==> config.mk <==
export PLATFORM = sky130hd
export DESIGN_NAME = conv3x3_mac_pe
export DESIGN_NICKNAME = d
export VERILOG_FILES = /design/src/rtl/conv3x3_mac_pe.sv
export SDC_FILE = /design/constraint.sdc
export NUM_CORES = 2
export LEC_CHECK = 0
export CELL_PAD_IN_SITES_DETAIL_PLACEMENT = 2
export CELL_PAD_IN_SITES_GLOBAL_PLACEMENT = 2
export CORE_UTILIZATION = 41
export CTS_CLUSTER_SIZE = 25
export DETAILED_ROUTE_END_ITERATION = 16
export HOLD_SLACK_MARGIN = 0.12
export MAX_ROUTING_LAYER = met4
export PLACE_DENSITY_LB_ADDON = 0.25
export SLEW_MARGIN = 20
export SYNTH_ARGS = -nofsm -noshare
export SYNTH_HDL_FRONTEND = slang
export SYNTH_SLANG_ARGS = --single-unit
==> constraint.sdc <==
create_clock -name clk -period 7.56 [get_ports clk]
set_input_delay 1.134 -clock clk [delete_from_list [all_inputs] [get_ports clk]]
set_output_delay 1.134 -clock clk [all_outputs]
set_load 0.1 [all_outputs]
==> src/rtl/conv3x3_mac_pe.sv <==
// conv3x3_mac_pe: 3x3 convolution multiply-accumulate processing element.
// Three register stages (products, tap sum, channel accumulation/output)
// with a single output-side stall that freezes the whole pipeline.
// Results are shifted, optionally ReLU-clamped, and saturated to OUT_W.
module conv3x3_mac_pe #(
    parameter int DATA_W  = 9,
    parameter int KER_W   = 16,
    parameter int TAPS    = 9,
    parameter int ACC_W   = 32,
    parameter int OUT_W   = 16,
    parameter int SHIFT   = 8,
    parameter int CH_MAX  = 512,
    parameter int RELU_EN = 1
) (
    input  logic                     clk,
    input  logic                     reset,
    input  logic                     in_valid,
    output logic                     in_ready,
    input  logic                     in_last,
    input  logic [TAPS*DATA_W-1:0]   data,
    input  logic [TAPS*KER_W-1:0]    kernel,
    input  logic [ACC_W-1:0]         bias,
    output logic                     out_valid,
    input  logic                     out_ready,
    output logic [OUT_W-1:0]         out_data,
    output logic                     err_len
);

    localparam int PW    = DATA_W + KER_W;
    localparam int CNT_W = $clog2(CH_MAX + 1);
    localparam logic [CNT_W-1:0] CNT_LAST = CNT_W'(CH_MAX - 1);
    localparam logic signed [ACC_W-1:0] SAT_MAX = ACC_W'((64'sd1 <<< (OUT_W - 1)) - 64'sd1);
    localparam logic signed [ACC_W-1:0] SAT_MIN = ~SAT_MAX;

    // handshake / group tracking
    logic             stall;
    logic             accept;
    logic             force_last;
    logic             eff_last;
    logic [CNT_W-1:0] cnt_q, cnt_d;
    logic             err_len_q, err_len_d;

    // stage 1: per-tap products
    logic signed [PW-1:0]    prod_q [TAPS];
    logic signed [PW-1:0]    prod_d [TAPS];
    logic                    s1_valid_q, s1_valid_d;
    logic                    s1_last_q, s1_last_d;
    logic signed [ACC_W-1:0] s1_bias_q, s1_bias_d;

    // stage 2: tap sum
    logic signed [ACC_W-1:0] sum_q, sum_d;
    logic                    s2_valid_q, s2_valid_d;
    logic                    s2_last_q, s2_last_d;
    logic signed [ACC_W-1:0] s2_bias_q, s2_bias_d;

    // stage 3: accumulator and output register
    logic signed [ACC_W-1:0] acc_q, acc_d;
    logic                    out_valid_q, out_valid_d;
    logic [OUT_W-1:0]        out_data_q, out_data_d;
    logic signed [ACC_W-1:0] result;
    logic signed [ACC_W-1:0] shifted;
    logic signed [ACC_W-1:0] rectified;
    logic signed [ACC_W-1:0] clipped;

    assign stall      = out_valid_q && !out_ready;
    assign in_ready   = !stall;
    assign accept     = in_valid && in_ready;
    assign force_last = (cnt_q == CNT_LAST);
    // a group reaching CH_MAX beats is closed as if in_last had been seen
    assign eff_last   = in_last || force_last;

    assign out_valid  = out_valid_q;
    assign out_data   = out_data_q;
    assign err_len    = err_len_q;

    // beat counter and sticky overlength flag
    always_comb begin
        cnt_d     = cnt_q;
        err_len_d = err_len_q;
        if (accept) begin
            cnt_d = eff_last ? '0 : cnt_q + 1'b1;
            if (force_last && !in_last) begin
                err_len_d = 1'b1;
            end
        end
    end

    // stage 1: full-precision products; bias captured only on the closing beat
    always_comb begin
        s1_valid_d = s1_valid_q;
        s1_last_d  = s1_last_q;
        s1_bias_d  = s1_bias_q;
        for (int unsigned i = 0; i < TAPS; i++) begin
            prod_d[i] = prod_q[i];
        end
        if (!stall) begin
            s1_valid_d = accept;
            s1_last_d  = eff_last;
            s1_bias_d  = (accept && eff_last) ? signed'(bias) : '0;
            for (int unsigned i = 0; i < TAPS; i++) begin
                prod_d[i] = PW'($signed(data[i*DATA_W +: DATA_W])) *
                            PW'($signed(kernel[i*KER_W +: KER_W]));
            end
        end
    end

    // stage 2: sign-extended sum of all taps
    always_comb begin
        s2_valid_d = s2_valid_q;
        s2_last_d  = s2_last_q;
        s2_bias_d  = s2_bias_q;
        sum_d      = sum_q;
        if (!stall) begin
            s2_valid_d = s1_valid_q;
            s2_last_d  = s1_last_q;
            s2_bias_d  = s1_bias_q;
            sum_d      = '0;
            for (int unsigned i = 0; i < TAPS; i++) begin
                sum_d = sum_d + ACC_W'(prod_q[i]);
            end
        end
    end

    // stage 3: accumulate, close group, post-process into the output register
    always_comb begin
        acc_d       = acc_q;
        out_valid_d = out_valid_q;
        out_data_d  = out_data_q;
        result      = acc_q + sum_q + s2_bias_q;
        shifted     = result >>> SHIFT;
        rectified   = (RELU_EN != 0 && shifted[ACC_W-1]) ? '0 : shifted;
        if (rectified > SAT_MAX) begin
            clipped = SAT_MAX;
        end else if (rectified < SAT_MIN) begin
            clipped = SAT_MIN;
        end else begin
            clipped = rectified;
        end
        // not stalled implies any held result is being taken this cycle
        if (!stall) begin
            out_valid_d = s2_valid_q && s2_last_q;
            if (s2_valid_q) begin
                acc_d = s2_last_q ? '0 : acc_q + sum_q;
                if (s2_last_q) begin
                    out_data_d = clipped[OUT_W-1:0];
                end
            end
        end
    end

    // all state registers
    always_ff @(posedge clk or negedge reset) begin
        if (!reset) begin
            cnt_q       <= '0;
            err_len_q   <= 1'b0;
            s1_valid_q  <= 1'b0;
            s1_last_q   <= 1'b0;
            s1_bias_q   <= '0;
            for (int unsigned i = 0; i < TAPS; i++) begin
                prod_q[i] <= '0;
            end
            s2_valid_q  <= 1'b0;
            s2_last_q   <= 1'b0;
            s2_bias_q   <= '0;
            sum_q       <= '0;
            acc_q       <= '0;
            out_valid_q <= 1'b0;
            out_data_q  <= '0;
        end else begin
            cnt_q       <= cnt_d;
            err_len_q   <= err_len_d;
            s1_valid_q  <= s1_valid_d;
            s1_last_q   <= s1_last_d;
            s1_bias_q   <= s1_bias_d;
            for (int unsigned i = 0; i < TAPS; i++) begin
                prod_q[i] <= prod_d[i];
            end
            s2_valid_q  <= s2_valid_d;
            s2_last_q   <= s2_last_d;
            s2_bias_q   <= s2_bias_d;
            sum_q       <= sum_d;
            acc_q       <= acc_d;
            out_valid_q <= out_valid_d;
            out_data_q  <= out_data_d;
        end
    end

endmodule

==> metrics.txt <==
# TYPE chip_impl_metric gauge
chip_impl_metric{name="max-slew-margin-rel",unit=""} 0.311
chip_impl_metric{name="synth_cells",unit=""} 7011
chip_impl_metric{name="pin_count_of_the_biggest_net_entering_global_routing",unit=""} 163
chip_impl_metric{name="route.detailed.drc",unit=""} 0
chip_impl_metric{name="tritoncts_buffer_count",unit=""} 47
chip_impl_metric{name="rr_worst_depth",unit=""} 17
chip_impl_metric{name="floorplan.rows",unit=""} 147
chip_impl_info{name="r2r-start",value="prod_q[102]$_DFFE_PN0N_"} 1
chip_impl_info{name="critical_path.endpoint_type",value="flop"} 1
chip_impl_metric{name="route.detailed.vias_per_inst",unit=""} 5.31
chip_impl_metric{name="synth_enable_flop_cells",unit=""} 0
chip_impl_metric{name="worst_ep_required_time",unit="ns"} 8.01
chip_impl_metric{name="drt_pass1_iterations",unit=""} 7
chip_impl_metric{name="flow.area_growth_from_synthesis",unit="%"} 10.6
chip_impl_metric{name="synth.yosys.seq_area_share",unit=""} 0.146
chip_impl_metric{name="number_of_global_route_vias_before_repair",unit=""} 59500
chip_impl_metric{name="design.die.area",unit="µm²"} 163000
chip_impl_metric{name="worstSkewPairLatency",unit="ns"} 0.64
chip_impl_metric{name="hold_viol",unit=""} 0
chip_impl_info{name="cts_tree",value="done"} 1
chip_impl_metric{name="fmax",unit="MHz"} 144
chip_impl_info{name="synthDominantAreaCellType",value="sky130_fd_sc_hd__fa_1"} 1
chip_impl_metric{name="worst-endpoint-arrival",unit="ns"} 7.37
chip_impl_metric{name="synth.ff_latch_count",unit=""} 385
chip_impl_metric{name="io_buffer_count",unit=""} 280
chip_impl_metric{name="routed_wirelength",unit="µm"} 216000
chip_impl_metric{name="h-tree-depth",unit=""} 2
chip_impl_metric{name="ys_warn_count",unit=""} 0
chip_impl_metric{name="fin_worst_skew",unit="ns"} 0.0421
chip_impl_metric{name="cap_viol_max_count",unit=""} 0
chip_impl_info{name="critical_path.startpoint_type",value="primary input"} 1
chip_impl_info{name="hold_class",value="primary input to asynchronous set/reset pin"} 1
chip_impl_metric{name="final_nets",unit=""} 9278
chip_impl_info{name="timing.setup.critical_path_class",value="primary input to flop"} 1
chip_impl_metric{name="globalRouteTotalUtil",unit=""} 0.279
chip_impl_metric{name="detailed_place.area",unit="µm²"} 71400
chip_impl_metric{name="global_route_wire_length_before_repair",unit="µm"} 345000
chip_impl_metric{name="synth.avg_cell_area",unit="µm²"} 9.44
chip_impl_info{name="synth_top_cells_by_count",value="sky130_fd_sc_hd__fa_1, sky130_fd_sc_hd__inv_1, sky130_fd_sc_hd__nand2_1"} 1
chip_impl_metric{name="dp_hpwl",unit="µm"} 182000
chip_impl_metric{name="worst_pin_slew",unit="ns"} 1.03
chip_impl_metric{name="finalSetupViolations",unit=""} 0
chip_impl_metric{name="post-cts-setup-buffer-count",unit=""} 0
chip_impl_info{name="netlist_top_cells_area",value="sky130_fd_sc_hd__fa_1, sky130_fd_sc_hd__dfrtp_1, sky130_fd_sc_hd__ha_1"} 1
chip_impl_info{name="grt_setup_unrepaired",value="no"} 1
chip_impl_info{name="yosys_most_used_dff",value="sky130_fd_sc_hd__dfrtp_1"} 1
chip_impl_metric{name="cts_buffer_depth",unit=""} 3
chip_impl_metric{name="globalplace.congestion",unit=""} 0.885
chip_impl_metric{name="synth_top_area_frac",unit=""} 0.387
chip_impl_metric{name="postSynthNetCount",unit=""} 9113
chip_impl_metric{name="fin_worst_hold_slack",unit="ns"} 0.466
chip_impl_info{name="run_status",value="completed"} 1
chip_impl_metric{name="post_layout_nonfiller_instances",unit=""} 9378
chip_impl_metric{name="post-place-cells",unit=""} 9287
chip_impl_metric{name="ios",unit=""} 281
chip_impl_metric{name="vias",unit=""} 49800
chip_impl_metric{name="initial_antenna_violation_count",unit=""} 8
chip_impl_metric{name="fin_tns_setup",unit="ns"} 0
chip_impl_metric{name="initial_util",unit=""} 0.412
chip_impl_metric{name="holdBufCountCts",unit=""} 0
chip_impl_metric{name="final.fill_count",unit=""} 17200
chip_impl_metric{name="post_synth_instance_area",unit="µm²"} 66100
chip_impl_metric{name="detail_routed_net_length_per_standard_cell",unit="µm"} 23.0
chip_impl_metric{name="die_h",unit="µm"} 404
chip_impl_metric{name="ys_async_sr_fraction",unit=""} 1.00
chip_impl_info{name="critPathLaunch",value="data[19]"} 1
chip_impl_metric{name="final_critical_period",unit="ns"} 6.92
chip_impl_metric{name="die_width",unit="µm"} 404
chip_impl_metric{name="cts.sink_count",unit=""} 385
chip_impl_metric{name="post_drt_antenna_nets",unit=""} 0
chip_impl_metric{name="crit_path_max_fo",unit=""} 12
chip_impl_metric{name="cts.repair.resized",unit=""} 0
chip_impl_metric{name="fin_crit_sh",unit=""} 0.916
chip_impl_info{name="synth.most_common_cell",value="sky130_fd_sc_hd__fa_1"} 1
chip_impl_metric{name="path_clk_slew",unit="ns"} 0.06
chip_impl_metric{name="grt_remaining_overflow",unit=""} 0
chip_impl_metric{name="post_synth_num_cell_types",unit=""} 74
chip_impl_metric{name="initialDrtViolationCount",unit=""} 2186
chip_impl_metric{name="layout.cell_area.non_filler",unit="µm²"} 73100
chip_impl_metric{name="area.sequential",unit="µm²"} 9630
chip_impl_info{name="clockRootBuffer",value="sky130_fd_sc_hd__clkbuf_16"} 1
chip_impl_metric{name="multi_input_comb_area",unit="µm²"} 51100
chip_impl_metric{name="finalMaxSlewViolations",unit=""} 0
chip_impl_metric{name="post_route_cells_drive_above_1_share",unit=""} 0.0291
chip_impl_metric{name="floorplan.core_area",unit="µm²"} 160000
## stage by stage
step	utilization	setup WS [ns]
floorplan	-	1.20
global placement	0.445	0.416
detailed placement	0.445	0.0410
CTS	0.456	0.678
global route	0.456	0.161
finish	0.456	0.636
## worst paths after layout
kind                                                 to  slack, ns
worst min-delay path               cnt_q[1]$_DFFE_PN0P_       0.47
worst max register to register    sum_q[30]$_DFFE_PN0N_       1.61
worst min register to register      err_len$_DFFE_PN0P_       0.48
max in group asynchronous        prod_q[68]$_DFFE_PN0N_       5.69
worst max-delay path            prod_q[173]$_DFFE_PN0N_       0.64
min in group clk                    err_len$_DFFE_PN0P_       0.48
## metal layers
metal  vias to the layer above  wire length (µm)  track usage
li1                      22100                 -            -
met1                     26800             89300        0.337
met2                       647            116000        0.509
met3                       253              4280       0.0138
met4                         0              5960       0.0709
met5                         -                 0            -
## cells in the final DEF (no fill, tap or decap), types with 28 or more instances in the layout
master and count:
sky130_fd_sc_hd__xor2_1 108, sky130_fd_sc_hd__a21o_1 93, sky130_fd_sc_hd__xnor2_1 158, sky130_fd_sc_hd__dfrtp_1 385, sky130_fd_sc_hd__o21bai_1 37, sky130_fd_sc_hd__nor2_1 334
sky130_fd_sc_hd__a22o_1 52, sky130_fd_sc_hd__clkbuf_16 47, sky130_fd_sc_hd__buf_4 86, sky130_fd_sc_hd__o21a_1 38, sky130_fd_sc_hd__o31ai_1 33, sky130_fd_sc_hd__ha_1 560
sky130_fd_sc_hd__nand3_1 58, sky130_fd_sc_hd__nand2_1 978, sky130_fd_sc_hd__and2_1 580, sky130_fd_sc_hd__inv_1 1188, sky130_fd_sc_hd__and3_1 28, sky130_fd_sc_hd__nand2b_1 48
sky130_fd_sc_hd__o21ai_0 225, sky130_fd_sc_hd__nor3_1 57, sky130_fd_sc_hd__a21oi_1 248, sky130_fd_sc_hd__clkdlybuf4s50_1 279, sky130_fd_sc_hd__fa_1 1280
## critical path, stage by stage
cell and delay (ns):
sky130_fd_sc_hd__clkdlybuf4s50_1 0.80, sky130_fd_sc_hd__nand2_1 0.15, sky130_fd_sc_hd__fa_1 0.54, sky130_fd_sc_hd__inv_1 0.07
sky130_fd_sc_hd__fa_1 0.47, sky130_fd_sc_hd__ha_1 0.29, sky130_fd_sc_hd__inv_1 0.06, sky130_fd_sc_hd__fa_1 0.49
sky130_fd_sc_hd__inv_1 0.05, sky130_fd_sc_hd__ha_1 0.27, sky130_fd_sc_hd__ha_1 0.22, sky130_fd_sc_hd__fa_1 0.46
sky130_fd_sc_hd__a21o_1 0.18, sky130_fd_sc_hd__a21oi_1 0.26, sky130_fd_sc_hd__o21ai_0 0.17, sky130_fd_sc_hd__a2111oi_0 0.52
sky130_fd_sc_hd__buf_4 0.22, sky130_fd_sc_hd__o31ai_1 0.09, sky130_fd_sc_hd__a2111oi_0 0.49, sky130_fd_sc_hd__o21bai_1 0.17
sky130_fd_sc_hd__xnor2_1 0.15, sky130_fd_sc_hd__o21ai_0 0.08
## final cells by class
class / instances / area share
diodes: 8 / 0.000274
clock buffers: 59 / 0.0177
clock inverters: 24 / 0.00505
inverters: 1189 / 0.0611
multi-input cells: 5183 / 0.699
flip-flops and latches: 385 / 0.132
well taps: 2160 / 0.0370
repair buffers: 370 / 0.0483
## cell families after synthesis
logic type               after synthesis  share of synthesized area
AO/OA/AOI/OAI                        901                     0.0887
XOR/XNOR                             266                     0.0352
adder cells (fa/ha/maj)             1840                      0.493
buffers and inverters               1443                     0.0820
flip-flops                           385                      0.146
multiplexers                           4                   0.000643
AND/OR/NAND/NOR                     2172                      0.154
## registers in the layout, indices dropped and copies added, names as in the netlist
name and cells:
acc_q 32, s1_valid_q 1, err_len 1, s1_bias_q 32
prod_q 225, out_valid 1, out_data 16, s2_bias_q 32
s1_last_q 1, sum_q 32, s2_valid_q 1, cnt_q 10
s2_last_q 1
Power is left out: the tool's default activity adds up to more than one toggle a clock period on the data nets, which glitch-free logic cannot reach.
==> RTL change (same settings) <==
Take the reset off `sum_q` and `out_data_q` and load them in a clocked block of their own.
--- a/src/rtl/conv3x3_mac_pe.sv
+++ b/src/rtl/conv3x3_mac_pe.sv
@@ -162,10 +162,8 @@
             s2_valid_q  <= 1'b0;
             s2_last_q   <= 1'b0;
             s2_bias_q   <= '0;
-            sum_q       <= '0;
             acc_q       <= '0;
             out_valid_q <= 1'b0;
-            out_data_q  <= '0;
         end else begin
             cnt_q       <= cnt_d;
             err_len_q   <= err_len_d;
@@ -178,11 +176,14 @@
             s2_valid_q  <= s2_valid_d;
             s2_last_q   <= s2_last_d;
             s2_bias_q   <= s2_bias_d;
-            sum_q       <= sum_d;
             acc_q       <= acc_d;
             out_valid_q <= out_valid_d;
-            out_data_q  <= out_data_d;
         end
+    end
+
+    always_ff @(posedge clk) begin
+        sum_q      <= sum_d;
+        out_data_q <= out_data_d;
     end
 
 endmodule
Behaviour: not the same (Yosys sat finds a counterexample within 4 cycles, from zero or initial values and one cycle with reset low; the reset may be asserted at any time).
==> RTL change against the original RTL <==
- cell count fell by 1.8%
- global-route usage fell by 0.13 points
- hold slack improved by 0.019 ns
- sequential cell count did not move
- highest routed layer unchanged
- synthesized area fell by 0.44%
- fmax fell by 1.2%
- wire length fell by 1.3%
- setup slack got worse by 0.087 ns
- via count fell by 1.9%
- design area fell by 0.60%
Power is not shown: default switching activity piles up to over one toggle a cycle in this logic, so the estimate is an artifact.
==> RTL change: results (changes against the original RTL) <==
INFO  metric use_met2 = 0.505 (-0.00442)
INFO  metric vias_per_cell = 5.30 (about the same)
INFO  metric grt_met3_use = 0.0185 (+0.00475)
INFO  metric min-delay-path-class = reg2reg
INFO  metric clock_tree_area_fraction = 0.0208 (-0.00194)
INFO  metric number_of_library_cell_types_mapped_by_synthesis = 87 (+18%)
INFO  metric layout.nonclk_buf_frac = 0.0496 (+0.00129)
INFO  metric synth-xor-area-share = 0.0370 (+0.00175)
INFO  metric run_status = finished clean
INFO  metric layout-drive-gt1-share = 0.0320 (+0.00286)
INFO  metric max_slew.worst_pin.slew = 1.02 ns (-0.0146 ns)
INFO  metric synth_mux_area_frac = 0.00190 (+0.00126)
INFO  metric cts_buffers = 46 (-2.1%)
INFO  metric r2r-end = sum_q[28]$_DFFE_PN_
INFO  metric grtUsageMet1 = 0.330 (-0.00652)
INFO  metric clkbuf_count = 57 (-3.4%)
INFO  metric synth_instances = 6906 (-1.5%)
INFO  metric multi_input_combinational = 5100 (-1.6%)
INFO  metric max_freq = 143 MHz (-1.2%)
INFO  metric crit_path_max_fanout = 11 (-1)
INFO  metric critical_path.endpoint = prod_q[149]$_DFFE_PN0N_
INFO  metric dp_cells = 9118 (-1.8%)
INFO  metric numSequentialCells = 385 (unchanged)
INFO  metric wl_met3 = 4.49 mm (+4.8%)
INFO  metric number_of_antenna_violations_at_the_first_check_in_global_routing = 10 (+2)
INFO  metric synth.top_cells.by_count = sky130_fd_sc_hd__fa_1 (1280), sky130_fd_sc_hd__inv_1 (1178), sky130_fd_sc_hd__nand2_1 (991)
INFO  metric route.vias.total = 48853 (-1.9%)
INFO  metric synth_fp_nets = 9008 (-1.2%)
INFO  metric synth_seq_area_share = 0.150 (+0.00430)
INFO  metric worst-endpoint-arrival = 7.44 ns (+0.07 ns)
INFO  metric synth_enable_flop_cells = 48 (+48)
INFO  metric synthTopCellsByArea = sky130_fd_sc_hd__fa_1 (39%), sky130_fd_sc_hd__dfrtp_1 (13%), sky130_fd_sc_hd__ha_1 (11%), sky130_fd_sc_hd__inv_1 (6.7%), sky130_fd_sc_hd__nand2_1 (5.6%)
INFO  metric register_to_register_setup_slack = 1.33 ns (-0.28 ns)
INFO  metric wl_met1 = 87.6 mm (-1.9%)
INFO  metric grt_start_max_net_pins = 151 (-7.4%)
INFO  metric timing.hold.ws = 0.485 ns (+0.0188 ns)
INFO  metric compound_gate_portion_of_the_synthesized_area = 0.0799 (-0.00884)
INFO  metric multi_input_area_share = 0.697 (-0.00204)
INFO  metric grt_pass1_vias = 58967 (-0.95%)
INFO  metric critPathMaxStageDelay = 0.86 ns (+0.06 ns)
INFO  metric wl_met2 = 114 mm (-1.8%)
RTL change: changes by cell type after synthesis, moves of 11 or more:
cell / delta
sky130_fd_sc_hd__nand2_1: +12
sky130_fd_sc_hd__o21ai_0: -70
sky130_fd_sc_hd__o21ai_1: +12
sky130_fd_sc_hd__and3_1: -11
sky130_fd_sc_hd__inv_1: -11
sky130_fd_sc_hd__o31ai_1: -14
sky130_fd_sc_hd__xnor2_1: +20
sky130_fd_sc_hd__a21o_1: -24
sky130_fd_sc_hd__edfxtp_1: +48
sky130_fd_sc_hd__dfrtp_1: -48
RTL change: metrics by stage:
stage / cell area (µm²) / TNS, ns
2_1_floorplan: 65900 / 0
3_3_place_gp: 71100 / 0
3_5_place_dp: 71200 / -0.0826
4_1_cts: 72700 / 0
5_1_grt: 72700 / 0
6_report: 72700 / 0
